## config.mk

```make
export PLATFORM = sky130hd
export DESIGN_NAME = fetch_stage
export DESIGN_NICKNAME = d
export VERILOG_FILES = /design/src/rtl/pipeline_pkg.sv /design/src/rtl/fetch_skid_buffer.sv /design/src/rtl/fetch_stage.sv
export SDC_FILE = /design/constraint.sdc
export NUM_CORES = 1
export LEC_CHECK = 0
export CORE_UTILIZATION = 51
export CTS_CLUSTER_SIZE = 12
export DETAILED_ROUTE_END_ITERATION = 12
export GPL_ROUTABILITY_DRIVEN = 0
export HOLD_SLACK_MARGIN = 0.06
export PLACE_DENSITY = 0.91
export SYNTH_ARGS = -nofsm -noshare
export SYNTH_HDL_FRONTEND = slang
export SYNTH_SLANG_ARGS = --single-unit
```

## constraint.sdc

```tcl
create_clock -name clk -period 2 [get_ports clk]
set_input_delay 0.2 -clock clk [delete_from_list [all_inputs] [get_ports clk]]
set_output_delay 0.2 -clock clk [all_outputs]
set_load 0.01 [all_outputs]
```

## src/rtl/pipeline_pkg.sv

```systemverilog
// Shared definitions for the 3-stage pipeline: fetch FSM states, reset/bubble
// constants, and the base opcodes that decode also switches on.
package pipeline_pkg;

    typedef enum logic [1:0] {
        REQ  = 2'd0,
        WAIT = 2'd1,
        HOLD = 2'd2
    } fetch_state_t;

    localparam logic [31:0] RESET_PC  = 32'h0000_0000;
    localparam logic [31:0] NOP_INSTR = 32'h0000_0013;  // addi x0,x0,0

    localparam logic [6:0] OPC_LUI    = 7'b0110111;
    localparam logic [6:0] OPC_AUIPC  = 7'b0010111;
    localparam logic [6:0] OPC_JAL    = 7'b1101111;
    localparam logic [6:0] OPC_JALR   = 7'b1100111;
    localparam logic [6:0] OPC_BRANCH = 7'b1100011;
    localparam logic [6:0] OPC_LOAD   = 7'b0000011;
    localparam logic [6:0] OPC_STORE  = 7'b0100011;
    localparam logic [6:0] OPC_OP_IMM = 7'b0010011;
    localparam logic [6:0] OPC_OP     = 7'b0110011;

    function automatic logic [31:0] align_pc(input logic [31:0] addr);
        return addr & 32'hFFFF_FFFC;
    endfunction

endpackage

```

## src/rtl/fetch_skid_buffer.sv

```systemverilog
// One-entry holding register for an instruction response that arrives while
// the IF/DE register is occupied and decode is stalled.
module fetch_skid_buffer
    import pipeline_pkg::*;
(
    input  logic        clk,
    input  logic        rst,
    input  logic        load,
    input  logic        clear,
    input  logic [31:0] load_instr,
    input  logic [31:0] load_pc,
    output logic        valid,
    output logic [31:0] instr,
    output logic [31:0] pc
);

    always_ff @(posedge clk) begin
        if (rst) begin
            valid <= 1'b0;
            instr <= NOP_INSTR;
            pc    <= 32'h0;
        end else if (clear) begin
            valid <= 1'b0;
        end else if (load) begin
            valid <= 1'b1;
            instr <= load_instr;
            pc    <= load_pc;
        end
    end

endmodule

```

## src/rtl/fetch_stage.sv

```systemverilog
// Instruction fetch stage: program counter, single-outstanding imem requests,
// IF/DE pipeline register with stall back-pressure and execute redirects.
module fetch_stage
    import pipeline_pkg::*;
(
    input  logic        clk,
    input  logic        rst,
    output logic        imem_req,
    output logic [31:0] imem_addr,
    input  logic        imem_gnt,
    input  logic        imem_rvalid,
    input  logic [31:0] imem_rdata,
    input  logic        stall_i,
    input  logic        redirect_i,
    input  logic [31:0] redirect_pc_i,
    output logic        if_valid_o,
    output logic [31:0] if_pc_o,
    output logic [31:0] if_instr_o,
    output logic [1:0]  dbg_state
);

    // Handshakes: a request transfers on a cycle with imem_req && imem_gnt, and
    // imem_addr holds while imem_req waits for gnt. imem_rvalid pulses once per
    // granted request and qualifies imem_rdata. The IF/DE register is taken by
    // decode on any cycle with if_valid_o && !stall_i.

    fetch_state_t state, state_next;
    logic [31:0]  pc, pc_next, fetch_pc;
    logic         drop, drop_next;
    logic         req_fire, out_free;
    logic         load_mem, load_skid;
    logic         buf_load, buf_clear, buf_valid;
    logic [31:0]  buf_instr, buf_pc;

    assign req_fire  = (state == REQ) && imem_req && imem_gnt;
    assign out_free  = !if_valid_o || !stall_i;
    assign dbg_state = state;

    always_comb begin
        state_next = state;
        pc_next    = pc;
        drop_next  = drop;
        load_mem   = 1'b0;
        load_skid  = 1'b0;
        buf_load   = 1'b0;
        buf_clear  = 1'b0;
        case (state)
            REQ: begin
                if (req_fire) begin
                    state_next = WAIT;
                    pc_next    = pc + 32'd4;
                    // The granted fetch is wrong-path if execute redirects now.
                    if (redirect_i) drop_next = 1'b1;
                end
            end
            WAIT: begin
                if (imem_rvalid) begin
                    state_next = REQ;
                    drop_next  = 1'b0;
                    if (!drop && !redirect_i) begin
                        if (out_free) begin
                            load_mem = 1'b1;
                        end else begin
                            buf_load   = 1'b1;
                            state_next = HOLD;
                        end
                    end
                end else if (redirect_i) begin
                    drop_next = 1'b1;
                end
            end
            HOLD: begin
                if (redirect_i) begin
                    state_next = REQ;
                    buf_clear  = 1'b1;
                end else if (!stall_i && buf_valid) begin
                    state_next = REQ;
                    load_skid  = 1'b1;
                    buf_clear  = 1'b1;
                end
            end
            default: state_next = REQ;
        endcase
        if (redirect_i) pc_next = align_pc(redirect_pc_i);
    end

    always_ff @(posedge clk) begin
        if (rst) begin
            state      <= REQ;
            pc         <= RESET_PC;
            fetch_pc   <= RESET_PC;
            drop       <= 1'b0;
            imem_req   <= 1'b0;
            imem_addr  <= RESET_PC;
            if_valid_o <= 1'b0;
            if_pc_o    <= 32'h0;
            if_instr_o <= NOP_INSTR;
        end else begin
            state     <= state_next;
            pc        <= pc_next;
            drop      <= drop_next;
            imem_req  <= (state_next == REQ);
            imem_addr <= pc_next;
            if (req_fire) fetch_pc <= pc;
            if (redirect_i) begin
                if_valid_o <= 1'b0;
                if_instr_o <= NOP_INSTR;
            end else if (load_mem) begin
                if_valid_o <= 1'b1;
                if_pc_o    <= fetch_pc;
                if_instr_o <= imem_rdata;
            end else if (load_skid) begin
                if_valid_o <= 1'b1;
                if_pc_o    <= buf_pc;
                if_instr_o <= buf_instr;
            end else if (if_valid_o && !stall_i) begin
                if_valid_o <= 1'b0;
                if_instr_o <= NOP_INSTR;
            end
        end
    end

    fetch_skid_buffer u_skid (
        .clk        (clk),
        .rst        (rst),
        .load       (buf_load),
        .clear      (buf_clear),
        .load_instr (imem_rdata),
        .load_pc    (fetch_pc),
        .valid      (buf_valid),
        .instr      (buf_instr),
        .pc         (buf_pc)
    );

endmodule

```

==> results.ini <==
[layout]
regArea_um2=3800
mostFrequentLayoutCells=dfxtp_1, clkdlybuf4s50_1, nand2_1, nor2_1, mux2i_1
final_util_pct=70.4
antenna_cells=0
drive_gt1_share_pct=10.2
fillers=1126
layout_commonest_cell=dfxtp_1
syn_to_final_growth_pct=34.9
fin_nets=1161
postLayoutCellArea_um2=10700
multiInputGateArea_um2=3710

[synth]
ys_async_sr_fraction_pct=0
synth_area_leaders=dfxtp_1, mux2i_1, nand2_1
synth_ff_type=dfxtp_1
yosysSeqAreaShare_pct=47.9
synth_cell_types=49
syn_avg_cell_area_um2=8.63
synth_seq_cells=190
synth_top_area_share_pct=47.9
synth-edff-count=0
yosysTopAreaCell=dfxtp_1
synth_area_um2=7930
yosys_warnings=0
syn_inst=919

[timing]
hold_slack_ns=0.345
setup_violations=0
post-route-min-period_ns=1.99
fin_skew_ns=0.00911
hold_viol_final=0
max_freq_mhz=501
slew_violations=0
finalCritPeriodShare_pct=99.7
slew_headroom_pct=63.1
tightest_slew_ns=0.553

[clock_tree]
cts_buffer_depth=2
cts.clk_slew.worst_paths_ns=0.07
cts.sinks=190
cts_root_buf=clkbuf_16
worstSkewPairLatency_ns=0.43
cts_made_buffers=17
cts_tree=yes
h-tree-depth=4

[worst_setup_path]
crit_path_cell_trace=nand4bb_2, or4_1, nor4b_1, a2111oi_1
critPathLaunchType=register
crit_fanout=7
cp_slowest_cell=or4_1
critPathRequiredTime_ns=2.28
reg2reg_setup_slack_ns=0.005
r2r-end=pc[22]
crit_path_end_kind=register
rr_worst_depth=4
arrival_ns=2.28
r2r-start=dbg_state[0]
critPathMaxStageDelay_ns=0.72
worstSetupPathType=reg -> reg

[hold_path]
worstHoldPathType=in -> reg
min-delay-start=redirect_pc_i[16]
hold_depth=3
hold_path_end=pc[16]

[route]
detail_route.vias_per_cell=5.85
finalWirelength_mm=21.9
drc=0
dr.first_iter.drc_count=726
antenna_left=0
post_drt_wl_per_cell_um=16.9
drtPass1Iterations=5
via_count=7550

[global_route]
grt_pass1_vias=6955
grtUsageTotal_pct=26.9
antenna_found_initial=0
grt-ovfl-total=0
grt_max_degree=56
grt_pass1_wl_mm=34.7

[run]
maxCapViolCount=0

[floorplanning]
die_y_um=127
start_util_pct=52.2
rows=45
io_pins=170
die_w_um=127
coreArea_um2=15200
die_area_um2=16100

[power_and_ir_drop]
vdd_drop_max_mv=0.655
power_density_nw_per_um2=741
power.leakage_nw=4.29

[placement]
placed_cell_area_um2=10100
io_buffers=163
hpwl_mm=14.3

[run_status]
status=completed

-- registers in the layout, summed over array words and instances, names as in the netlist --
| signal | flops |
|---|---|
| pc | 30 |
| if_valid_o | 1 |
| fetch_pc | 30 |
| u_skid.valid | 1 |
| if_pc_o | 30 |
| if_instr_o | 32 |
| imem_req | 1 |
| u_skid.instr | 32 |
| u_skid.pc | 30 |
| drop | 1 |
| dbg_state | 2 |
-- how the worst max path moves through the flow --
stage,endpoint,slack (ns),startpoint,cells after the start
floorplan,pc[18],0.13,pc[10],6
global placement,pc[18],-0.20,imem_gnt,5
detailed placement,pc[26],-0.30,imem_gnt,7
CTS,pc[22],0.04,dbg_state[0],6
global route,pc[22],-0.08,dbg_state[0],4
finish,pc[22],0.005,dbg_state[0],4
-- per-stage QoR --
stage	total power [W]	worst slack (ns)	std cells	TNS, ns
after floorplan	0.00435	0.130	922	0
after global placement	0.00478	-0.205	1253	-5.25
after detailed placement	0.00479	-0.303	1253	-8.93
after CTS	0.00796	0.0440	1286	0
after global routing	0.00822	-0.0821	1291	-0.261
final	0.00793	0.00538	1291	0
-- critical path: cells and delay by family (launching register included) --
| kind | cells | cell delay (ns) |
|---|---|---|
| AND/OR/NAND/NOR | 3 | 1.43 |
| AO/OA/AOI/OAI | 1 | 0.08 |
| flip-flops | 1 | 0.34 |
-- kinds of logic (layout without fill, tap and decap cells) --
logic type / Yosys count / count (layout) / synth area share, %
xor gates and xnor gates: 8 / 8 / 0.883
DFF: 190 / 190 / 47.9
AOI/OAI and AO/OA: 192 / 192 / 17.4
adders and majority gates: 1 / 1 / 0.158
other: 1 / 4 / 0.0473
buffers and inverters: 130 / 311 / 6.66
and+or+nand+nor: 338 / 338 / 19.4
muxes: 59 / 59 / 7.44
-- cells in the mapped netlist, types with 2 or more instances --
master,instances
dfxtp_1,190
nand2_1,134
nor2_1,113
mux2i_1,59
clkbuf_1,56
inv_1,50
a211oi_1,42
a311oi_1,39
a21oi_1,38
o22ai_1,29
and4_1,14
nand4_1,14
nand3_1,13
a2111oi_0,11
buf_2,11
o21ai_0,10
and3_1,8
buf_4,7
nor3_1,7
a211o_1,6
buf_1,6
nor4b_1,6
nor4_1,5
or3_1,5
xnor2_1,5
a221oi_1,4
nand2b_1,4
a22o_1,3
and2_1,3
nor2b_1,3
nor3b_1,3
xor2_1,3
o31a_1,2
-- layout make-up --
type,count,area share (%)
Sequential cell,190,35.5
Multi-Input combinational cell,602,34.7
Timing Repair Buffer,229,20.7
Clock buffer,18,4.10
Tap cell,188,2.20
Inverter,50,1.75
Clock inverter,14,1.10
-- power by group --
| part | internal [W] | switching, W | total (W) |
|---|---|---|---|
| Combinational | 0.000394 | 0.000373 | 0.000767 |
| Clock | 0.00167 | 0.00153 | 0.00320 |
| Sequential | 0.00387 | 0.0000931 | 0.00396 |
-- per-layer routing --
| metal | wire length [µm] | track usage (%) | vias up |
|---|---|---|---|
| li1 | - | - | 3594 |
| met1 | 9340 | 35.0 | 3540 |
| met2 | 10300 | 43.9 | 364 |
| met3 | 1710 | 5.53 | 52 |
| met4 | 483 | 10.7 | 0 |
| met5 | 0 | 0 | - |
-- repair_timing --
action	CTS	global route
resized for setup	1	9
setup buffers	0	4
hold endpoints to repair	3	0
hold buffers	1	0
pin swaps	0	3
gates cloned	0	1
setup endpoints to repair	2	7
Power figures use the tool's default switching activity.
